`config.mk`:
```
export PLATFORM = sky130hd
export DESIGN_NAME = vrased_mem_arb_clr_flat
export DESIGN_NICKNAME = d
export VERILOG_FILES = /design/src/rtl/vrased_mem_arb_clr_if.sv /design/src/rtl/vrased_mem_arb_clr.sv /design/src/flat_wrapper.sv
export SDC_FILE = /design/constraint.sdc
export NUM_CORES = 1
export LEC_CHECK = 0
export BUFFER_PORTS_ARGS = -buffer_cell sky130_fd_sc_hd__buf_2
export CORE_AREA = 2 2 88 90
export CTS_BUF_LIST = sky130_fd_sc_hd__clkbuf_16
export DETAILED_ROUTE_END_ITERATION = 10
export DIE_AREA = 0 0 90 92
export PLACE_DENSITY_LB_ADDON = 0.3
export RECOVER_POWER = 100
export SKIP_LAST_GASP = 1
export SYNTH_ARGS = -nofsm -noshare
export SYNTH_HDL_FRONTEND = slang
export SYNTH_SLANG_ARGS = --single-unit
export TNS_END_PERCENT = 1
```
`constraint.sdc`:
```
create_clock -name clk -period 1.85 [get_ports clk]
set_clock_uncertainty 0.15 [all_clocks]
set_input_delay 0.2775 -clock clk [delete_from_list [all_inputs] [get_ports clk]]
set_output_delay 0.2775 -clock clk [all_outputs]
set_load 0.01 [all_outputs]
```
`src/rtl/vrased_mem_arb_clr_if.sv`:
```
// Bundles the signals of the scratch-RAM arbiter into one interface.
//
// The slave modport is the arbiter's side and the master modport is the
// environment's side: the CPU and DMA requesters, the vrased clear source
// and the RAM macro.
//
// Handshake semantics:
//   - A requester holds <x>_req high with its wr/addr/wdata stable.
//   - The access is taken in any cycle where <x>_gnt is high. The grant is
//     combinational, so it appears in the same cycle as the request.
//   - A granted read returns data as follows: <x>_rvalid is high for exactly
//     the next cycle, and rd_data holds the word during that cycle.
//   - Writes produce no response.
//   - A request that is not granted is simply not taken. Nothing is queued
//     on the requester's behalf.
interface vrased_mem_arb_clr_if #(
  parameter int ADDR_WIDTH = 8,
  parameter int DATA_WIDTH = 37
);
  logic                  clr_req;
  logic                  cpu_req;
  logic                  cpu_wr;
  logic [ADDR_WIDTH-1:0] cpu_addr;
  logic [DATA_WIDTH-1:0] cpu_wdata;
  logic                  cpu_gnt;
  logic                  cpu_rvalid;
  logic                  dma_req;
  logic                  dma_wr;
  logic [ADDR_WIDTH-1:0] dma_addr;
  logic [DATA_WIDTH-1:0] dma_wdata;
  logic                  dma_gnt;
  logic                  dma_rvalid;
  logic [DATA_WIDTH-1:0] rd_data;
  logic                  mem_en;
  logic                  mem_wr;
  logic [ADDR_WIDTH-1:0] mem_addr;
  logic [DATA_WIDTH-1:0] mem_wdata;
  logic [DATA_WIDTH-1:0] mem_rdata;
  logic                  clr_ram;
  logic                  cpu_hold;

  modport slave (
    input  clr_req, cpu_req, cpu_wr, cpu_addr, cpu_wdata,
    input  dma_req, dma_wr, dma_addr, dma_wdata, mem_rdata,
    output cpu_gnt, cpu_rvalid, dma_gnt, dma_rvalid, rd_data,
    output mem_en, mem_wr, mem_addr, mem_wdata, clr_ram, cpu_hold
  );

  modport master (
    output clr_req, cpu_req, cpu_wr, cpu_addr, cpu_wdata,
    output dma_req, dma_wr, dma_addr, dma_wdata, mem_rdata,
    input  cpu_gnt, cpu_rvalid, dma_gnt, dma_rvalid, rd_data,
    input  mem_en, mem_wr, mem_addr, mem_wdata, clr_ram, cpu_hold
  );
endinterface

```
`src/rtl/vrased_mem_arb_clr.sv`:
```
// Owns the single port of the protected scratch RAM.
//
// Clearing:
//   - After reset, and after every clr_req, the block zero-fills words
//     0..DEPTH-1, one write per cycle.
//   - The CPU is held off while the fill is in progress.
//
// Sharing (RUN state):
//   - The port is shared between the CPU and DMA requesters.
//   - Arbitration is round-robin with a combinational grant.
//
// Ports:
//   clk       system clock, posedge
//   reset     synchronous, active-high
//   bus       arbiter side (slave modport), carrying:
//               - clear request
//               - CPU and DMA request/grant/rvalid
//               - shared rd_data
//               - RAM strobes
//               - clr_ram / cpu_hold
//   dbg_state current FSM state (0 = CLEAR, 1 = RUN)
module vrased_mem_arb_clr #(
  parameter int ADDR_WIDTH = 8,
  parameter int DATA_WIDTH = 37,
  parameter int DEPTH      = 2 ** ADDR_WIDTH
) (
  input  logic                 clk,
  input  logic                 reset,
  vrased_mem_arb_clr_if.slave  bus,
  output logic                 dbg_state
);

  typedef enum logic {
    S_CLEAR = 1'b0,
    S_RUN   = 1'b1
  } state_t;

  localparam logic [ADDR_WIDTH-1:0] LAST_ADDR = ADDR_WIDTH'(DEPTH - 1);

  state_t                state;
  logic [ADDR_WIDTH-1:0] clr_cnt;
  logic                  rr_last_dma;   // 1: DMA won the last contested or solo grant
  logic                  cpu_rvalid_q;
  logic                  dma_rvalid_q;

  logic run_ok;
  logic cpu_gnt;
  logic dma_gnt;

  // Reset is applied combinationally to the outputs as well. This keeps
  // the port quiet for the whole reset window, not just after the first
  // edge.
  assign run_ok  = !reset && (state == S_RUN) && !bus.clr_req;
  assign cpu_gnt = run_ok && bus.cpu_req && (!bus.dma_req || rr_last_dma);
  assign dma_gnt = run_ok && bus.dma_req && (!bus.cpu_req || !rr_last_dma);

  assign bus.cpu_gnt    = cpu_gnt;
  assign bus.dma_gnt    = dma_gnt;
  assign bus.cpu_rvalid = cpu_rvalid_q && !reset;
  assign bus.dma_rvalid = dma_rvalid_q && !reset;
  assign bus.rd_data    = bus.mem_rdata;
  assign bus.clr_ram    = reset || (state == S_CLEAR);
  assign bus.cpu_hold   = bus.clr_ram;
  assign dbg_state      = state;

  always_comb begin
    bus.mem_en    = 1'b0;
    bus.mem_wr    = 1'b0;
    bus.mem_addr  = '0;
    bus.mem_wdata = '0;
    if (!reset) begin
      if (state == S_CLEAR) begin
        bus.mem_en   = 1'b1;
        bus.mem_wr   = 1'b1;
        bus.mem_addr = clr_cnt;
      end else if (cpu_gnt) begin
        bus.mem_en    = 1'b1;
        bus.mem_wr    = bus.cpu_wr;
        bus.mem_addr  = bus.cpu_addr;
        bus.mem_wdata = bus.cpu_wdata;
      end else if (dma_gnt) begin
        bus.mem_en    = 1'b1;
        bus.mem_wr    = bus.dma_wr;
        bus.mem_addr  = bus.dma_addr;
        bus.mem_wdata = bus.dma_wdata;
      end
    end
  end

  always_ff @(posedge clk) begin
    if (reset) begin
      state        <= S_CLEAR;
      clr_cnt      <= '0;
      rr_last_dma  <= 1'b1;   // CPU wins the first tie
      cpu_rvalid_q <= 1'b0;
      dma_rvalid_q <= 1'b0;
    end else begin
      cpu_rvalid_q <= cpu_gnt && !bus.cpu_wr;
      dma_rvalid_q <= dma_gnt && !bus.dma_wr;
      case (state)
        S_CLEAR: begin
          // A restart wins over completion, so a request landing on the
          // final write still yields a full fresh walk.
          if (bus.clr_req) begin
            clr_cnt <= '0;
          end else if (clr_cnt == LAST_ADDR) begin
            clr_cnt <= '0;
            state   <= S_RUN;
          end else begin
            clr_cnt <= clr_cnt + 1'b1;
          end
        end
        S_RUN: begin
          if (bus.clr_req) begin
            state   <= S_CLEAR;
            clr_cnt <= '0;
          end else if (cpu_gnt) begin
            rr_last_dma <= 1'b0;
          end else if (dma_gnt) begin
            rr_last_dma <= 1'b1;
          end
        end
        default: begin
          state   <= S_CLEAR;
          clr_cnt <= '0;
        end
      endcase
    end
  end

endmodule

```
`src/flat_wrapper.sv`:
```
// flat-port wrapper written by rule: the top's interface ports become plain ports
module vrased_mem_arb_clr_flat 
#(
  parameter int ADDR_WIDTH = 8,
  parameter int DATA_WIDTH = 37,
  parameter int DEPTH      = 2 ** ADDR_WIDTH
)
  (clk, reset, dbg_state, bus_clr_req, bus_cpu_req, bus_cpu_wr, bus_cpu_addr, bus_cpu_wdata, bus_dma_req, bus_dma_wr, bus_dma_addr, bus_dma_wdata, bus_mem_rdata, bus_cpu_gnt, bus_cpu_rvalid, bus_dma_gnt, bus_dma_rvalid, bus_rd_data, bus_mem_en, bus_mem_wr, bus_mem_addr, bus_mem_wdata, bus_clr_ram, bus_cpu_hold);
  vrased_mem_arb_clr_if #(.ADDR_WIDTH(ADDR_WIDTH), .DATA_WIDTH(DATA_WIDTH)) bus_i ();
  input  logic clk;
  input  logic reset;
  output logic dbg_state;
  input wire logic [$bits(bus_i.clr_req)-1:0] bus_clr_req;
  input wire logic [$bits(bus_i.cpu_req)-1:0] bus_cpu_req;
  input wire logic [$bits(bus_i.cpu_wr)-1:0] bus_cpu_wr;
  input wire logic [$bits(bus_i.cpu_addr)-1:0] bus_cpu_addr;
  input wire logic [$bits(bus_i.cpu_wdata)-1:0] bus_cpu_wdata;
  input wire logic [$bits(bus_i.dma_req)-1:0] bus_dma_req;
  input wire logic [$bits(bus_i.dma_wr)-1:0] bus_dma_wr;
  input wire logic [$bits(bus_i.dma_addr)-1:0] bus_dma_addr;
  input wire logic [$bits(bus_i.dma_wdata)-1:0] bus_dma_wdata;
  input wire logic [$bits(bus_i.mem_rdata)-1:0] bus_mem_rdata;
  output wire logic [$bits(bus_i.cpu_gnt)-1:0] bus_cpu_gnt;
  output wire logic [$bits(bus_i.cpu_rvalid)-1:0] bus_cpu_rvalid;
  output wire logic [$bits(bus_i.dma_gnt)-1:0] bus_dma_gnt;
  output wire logic [$bits(bus_i.dma_rvalid)-1:0] bus_dma_rvalid;
  output wire logic [$bits(bus_i.rd_data)-1:0] bus_rd_data;
  output wire logic [$bits(bus_i.mem_en)-1:0] bus_mem_en;
  output wire logic [$bits(bus_i.mem_wr)-1:0] bus_mem_wr;
  output wire logic [$bits(bus_i.mem_addr)-1:0] bus_mem_addr;
  output wire logic [$bits(bus_i.mem_wdata)-1:0] bus_mem_wdata;
  output wire logic [$bits(bus_i.clr_ram)-1:0] bus_clr_ram;
  output wire logic [$bits(bus_i.cpu_hold)-1:0] bus_cpu_hold;
  assign bus_i.clr_req = bus_clr_req;
  assign bus_i.cpu_req = bus_cpu_req;
  assign bus_i.cpu_wr = bus_cpu_wr;
  assign bus_i.cpu_addr = bus_cpu_addr;
  assign bus_i.cpu_wdata = bus_cpu_wdata;
  assign bus_i.dma_req = bus_dma_req;
  assign bus_i.dma_wr = bus_dma_wr;
  assign bus_i.dma_addr = bus_dma_addr;
  assign bus_i.dma_wdata = bus_dma_wdata;
  assign bus_i.mem_rdata = bus_mem_rdata;
  assign bus_cpu_gnt = bus_i.cpu_gnt;
  assign bus_cpu_rvalid = bus_i.cpu_rvalid;
  assign bus_dma_gnt = bus_i.dma_gnt;
  assign bus_dma_rvalid = bus_i.dma_rvalid;
  assign bus_rd_data = bus_i.rd_data;
  assign bus_mem_en = bus_i.mem_en;
  assign bus_mem_wr = bus_i.mem_wr;
  assign bus_mem_addr = bus_i.mem_addr;
  assign bus_mem_wdata = bus_i.mem_wdata;
  assign bus_clr_ram = bus_i.clr_ram;
  assign bus_cpu_hold = bus_i.cpu_hold;
  vrased_mem_arb_clr #(.ADDR_WIDTH(ADDR_WIDTH), .DATA_WIDTH(DATA_WIDTH), .DEPTH(DEPTH)) u_core (.clk(clk), .reset(reset), .bus(bus_i), .dbg_state(dbg_state));
endmodule
```
Yosys cells after proc, flatten, opt, wreduce, memory -nomap -nowiden
Index checks and enable logic that the tools add are counted.
{"block": "word_totals", "out_inout_bits": 91, "in_bits": 134, "register_bits": 12, "wordCells": 58}
{"block": "op_classes", "bitwise": 2, "n_addsub": 1, "n_reduce_logical": 22, "eq_ne": 2, "n_mux": 26}
{"op": "two-way mux 37 bit", "n": 4}
{"op": "two-way mux 8 bit", "n": 7}
{"op": "one-hot mux 8 bit (2 select lines)", "n": 1}
{"op": "two-way mux 1 bit", "n": 13}
{"op": "logical AND 1 bit", "n": 10}
{"op": "adder 8 x 1 -> 8 bit (second input constant)", "n": 1}
{"op": "== test 8 bit (second input constant)", "n": 1}
{"op": "logical NOT 1 bit", "n": 7}
{"op": "logical OR 1 bit", "n": 3}
{"op": "AND reduction 3 bit", "n": 1}
{"op": "inequality test 2 bit (second input constant)", "n": 1}
{"op": "NOT 1 bit", "n": 2}
{"op": "one-hot mux 1 bit (2 select lines)", "n": 1}
{"op": "nonzero test 2 bit", "n": 1}

Longest topological paths before layout
{"block": "logic_depth", "ltp_word": 9, "depth_mapped": 7, "ltp_nobuf": 5}

Least setup slack after synthesis
OpenSTA, ideal clock, no wires.
{"block": "synth_path", "path_type": "reg2out", "startpoint": "register u_core.state, in the netlist u_core.dbg_state", "endpoint": "output bus_mem_addr[0]", "n_path_buf": 3, "arrival_time_ns": 1.507, "stages_incl_launch_ff": 8, "path_slack_ns": -0.084, "cell_sequence": "dfxtp_1 > buf_4 > nor3b_2 > and3_1 > buf_4 > buf_6 > a22oi_2 > a211oi_2"}
{"block": "synth_via", "elab_chain_len": 8, "word_cells_on_any_way": 10, "classes_between": "mux: 4; reduce/logical: 6"}
{"item": "start: declaration", "line_no": "vrased_mem_arb_clr.sv:40", "text": "state_t state;"}
{"item": "start signal: assignment", "line_no": "vrased_mem_arb_clr.sv:92", "text": "state <= S_CLEAR;"}
{"item": "start signal: assignment", "line_no": "vrased_mem_arb_clr.sv:108", "text": "state <= S_RUN;"}
{"item": "start signal: assignment", "line_no": "vrased_mem_arb_clr.sv:115", "text": "state <= S_CLEAR;"}
{"item": "logical AND 1 bit (2 in a row)", "line_no": "vrased_mem_arb_clr.sv:53", "text": "assign run_ok = !reset && (state == S_RUN) && !bus.clr_req;"}
{"item": "logical AND 1 bit (2 in a row)", "line_no": "vrased_mem_arb_clr.sv:55", "text": "assign dma_gnt = run_ok && bus.dma_req && (!bus.cpu_req || !rr_last_dma);"}
{"item": "two-way mux 8 bit", "line_no": "vrased_mem_arb_clr.sv:81", "text": "end else if (dma_gnt) begin"}
{"item": "two-way mux 8 bit", "line_no": "vrased_mem_arb_clr.sv:76", "text": "end else if (cpu_gnt) begin"}
{"item": "two-way mux 8 bit (*)", "line_no": "vrased_mem_arb_clr.sv:72", "text": "if (state == S_CLEAR) begin"}
{"item": "two-way mux 8 bit (*)", "line_no": "vrased_mem_arb_clr.sv:71", "text": "if (!reset) begin"}
{"item": "end: declaration", "line_no": "flat_wrapper.sv:30", "text": "output wire logic [$bits(bus_i.mem_addr)-1:0] bus_mem_addr;"}
Mark *: on every way between the ends. The rest lies on a longest branch, timed or not.

Worst setup path in the final report
{"block": "layout_path", "startpoint": "register u_core.state, in the netlist u_core.dbg_state", "endpoint": "output bus_mem_addr[5]"}
Same word-level chain as after synthesis.

==> impl_metrics.py <==
metrics = {
    "status": {
        "failed_checks": "negative setup slack",
        "status": "complete, but fails checks",
    },
    "logic_synthesis": {
        "syn_area_per_cell_um2": 8.33,
        "synth-async-reset-ratio_pct": 0,
        "synth_area_leaders": "a22o_1 (22%), buf_4 (22%), dfxtp_1 (16%)",
        "ys.warnings.count": 0,
        "postSynthCellCount": 179,
        "ys_ff_latch": 12,
        "synth_top_area_share_pct": 22.3,
        "synthDominantAreaCellType": "a22o_1",
        "post_synth_num_cell_types": 29,
        "synth-edff-count": 0,
        "synth_top_family_by_area": "compound AO/OA/AOI/OAI gates",
        "synth_flop_cell": "dfxtp_1",
        "syn-cell-area_um2": 1490,
        "area_share_of_and_or_nand_nor_cells_after_synthesis_pct": 13.1,
        "post_synth_fa_ha_maj_area_fraction_pct": 0.840,
        "synth.yosys.seq_area_share_pct": 16.1,
        "synthMuxAreaShare_pct": 1.34,
        "yosys.area_share.xor_xnor_pct": 2.35,
        "synth_compound_gate_area_share_pct": 40.6,
        "synth.net_count": 314,
    },
    "die": {
        "initial_core_util_pct": 20.0,
        "chipWidth_um": 90,
        "die_area_um2": 8280,
        "row_count": 32,
        "core_footprint_um2": 7450,
        "die_h_um": 92,
        "top_level_ports": 225,
    },
    "power": {
        "pwr-share-clk_pct": 49.0,
        "combPwrFrac_pct": 18.4,
        "flop_pwr_share_pct": 32.6,
        "netSwitchingFraction_pct": 21.7,
        "cellInternalPower_mw": 0.634,
        "power_per_cell_area_nw_per_um2": 343,
        "post-layout-total-power_mw": 0.809,
        "peakVddDrop_mv": 0.224,
        "net-switching-power_mw": 0.176,
        "p_leak_nw": 1.19,
    },
    "grt": {
        "largest_net_degree_at_the_start_of_global_routing": 28,
        "grt_pass1_wl_mm": 8.89,
        "grt_remaining_overflow": 0,
        "grt_util_overall_pct": 13.4,
        "grt_pass1_vias": 1682,
        "antenna_found_initial": 0,
    },
    "critical_path": {
        "r2r_start": "u_core.clr_cnt[1]$_SDFFE_PP0P_",
        "cp.required_ps": 1420,
        "rr_worst_depth": 5,
        "worst-setup-path-type": "register to output pin",
        "worstPathMaxFanout": 11,
        "cp-startpoint": "u_core.dbg_state$_SDFF_PP0_",
        "setup.reg_to_reg.worst_slack_ps": 190,
        "worst_ep_arrival_time_ps": 1620,
        "regToRegEndpoint": "u_core.clr_cnt[5]$_SDFFE_PP0P_",
        "kind_of_launch_point_of_the_worst_setup_path": "register",
        "critical_path.endpoint": "bus_mem_addr[5]",
        "endpoint_class_of_the_critical_path": "output pin",
    },
    "clock_tree": {
        "htree_num_levels": 1,
        "cts.root.buffer_cell": "clkbuf_16",
        "clock_latency_ps": 240,
        "cts-hold-fix-buffers": 0,
        "clk_transition_reported_paths_ps": 40,
        "ctsLongestPathBuffers": 2,
        "cts_tree": "yes",
        "clock_sinks": 12,
        "cts-buffers-inserted": 3,
    },
    "hold_path": {
        "worst_hold_path_type": "input port to register",
        "hold_path_startpoint": "bus_cpu_wr",
    },
    "placement": {
        "placement.io_buffers": 150,
        "detailedPlacementHpwl_mm": 4.86,
        "gp_congestion": 0.726,
        "place_area_um2": 2220,
    },
    "sta": {
        "final.setup.tns_ps": -6790,
        "rsz0062_at_grt": "true",
        "final.hold.worst_slack_ps": 66.2,
        "finalSetupViolations": 48,
        "finalWorstSetupSlack_ps": -201,
        "worst_max_slew_margin_expressed_relative_to_the_limit_pct": 77.2,
        "final_min_period_over_clock_period_pct": 111,
        "final_hold_viol_count": 0,
        "max_freq_mhz": 488,
        "worst_slew_pin_slew_ps": 342,
        "report.final.slew_viol_count": 0,
        "timing.final.crit_period_ps": 2050,
    },
    "detailed_routing": {
        "remaining_drc_errors": 0,
        "routed-via-count": 1781,
        "ant_nets": 0,
        "starting_drt_drc_count": 50,
        "detailedRoute.firstPassIterationCount": 4,
        "detail_route.wl_per_cell_um": 15.1,
        "routed_wirelength_mm": 6.07,
        "viasPerCell": 4.42,
    },
    "cells_and_area": {
        "finish.instance_area_um2": 2360,
        "fin_nets": 437,
        "layout.cells.most_common": "buf_2",
        "filler_cell_count": 822,
        "area_delta_synth_final_pct": 58.2,
        "num_antenna_cells": 0,
        "top_library_cells_by_usage_in_the_layout_fill_and_taps_aside": "buf_2 (146), a22o_1 (38), nor2_1 (19), buf_4 (14), dfxtp_1 (11)",
        "layout-drive-gt1-share_pct": 64.5,
    },
    "flow_run": {
        "max-cap-violations": 0,
    },
}
-- logic make-up (layout without fill, tap and decap cells) --
family / count (synthesis) / in the layout
compound gates: 65 / 65
mux: 2 / 2
flops: 12 / 12
fa+ha+maj: 1 / 1
buf+inv: 55 / 177
xor+xnor: 4 / 4
simple gates: 40 / 40
-- cell usage after synthesis (all sizes together) (3+ instances only) --
master,instances
buf,50
a22o,38
nor2,19
dfxtp,12
a211oi,9
a22oi,9
a21oi,5
nand2,5
clkbuf,4
nor2b,4
nand3,3
xor2,3
-- what timing repair did --
item	4_1_cts	5_1_grt
cloned	0	1
resized for setup	3	1
setup endpoints to repair	48	48
pin swaps	0	0
setup buffers	1	2
-- final cells by class --
type	instances	area [um^2]	area share, %
Tap cell	102	128	5.41
Sequential cell	12	241	10.2
Inverter	1	6.26	0.265
Clock inverter	1	3.75	0.159
Multi-Input combinational cell	112	887	37.6
Clock buffer	3	75.1	3.18
Timing Repair Buffer	172	1020	43.1
-- worst max-delay path, stage by stage (launching register included) --
cell and delay [ps]:
dfxtp_2 320, nor3b_4 230, and3_4 250, buf_12 150
a22oi_2 90, a211oi_2 170, buf_2 160
-- per-layer routing --
layer	vias to the layer above	global-route usage, %	part of all wire, %
met5	-	0	0
met4	0	2.44	0.48
met3	8	4.11	9.2
met2	108	23.0	47
met1	796	16.8	43
li1	869	-	-
-- flip-flops by register name, indices dropped and copies added (netlist names) --
signal / cells
u_core.dma_rvalid_q: 1
u_core.cpu_rvalid_q: 1
u_core.clr_cnt: 8
u_core.rr_last_dma: 1
u_core.dbg_state: 1
-- per-stage QoR --
step,utilization [%],setup slack [ps],cells
finish,31.7,-201,403
global route,31.7,-289,403
CTS,31.1,-183,400
detailed placement,29.9,-112,395
global placement,29.9,-52.2,395
floorplan,-,15.7,179
-- power by group through the flow --
| stage | Combinational (mW) | Sequential, mW | Clock (mW) |
|---|---|---|---|
| finish | 0.149 | 0.264 | 0.397 |
| global placement | 0.148 | 0.268 | 0 |
| detailed placement | 0.147 | 0.268 | 0 |
| CTS | 0.149 | 0.264 | 0.407 |
| floorplan | 0.105 | 0.269 | 0 |
| global route | 0.163 | 0.264 | 0.423 |
-- worst min path at each step --
stage          cells past startpoint                              to  slack (ps)
2_1_floorplan                      1  u_core.cpu_rvalid_q$_SDFF_PP0_         200
3_3_place_gp                       2  u_core.cpu_rvalid_q$_SDFF_PP0_         320
3_5_place_dp                       2  u_core.cpu_rvalid_q$_SDFF_PP0_         310
4_1_cts                            2  u_core.cpu_rvalid_q$_SDFF_PP0_          60
5_1_grt                            2  u_core.cpu_rvalid_q$_SDFF_PP0_          60
6_report                           2  u_core.cpu_rvalid_q$_SDFF_PP0_          70
No activity file was read; power rests on OpenSTA's default activity.
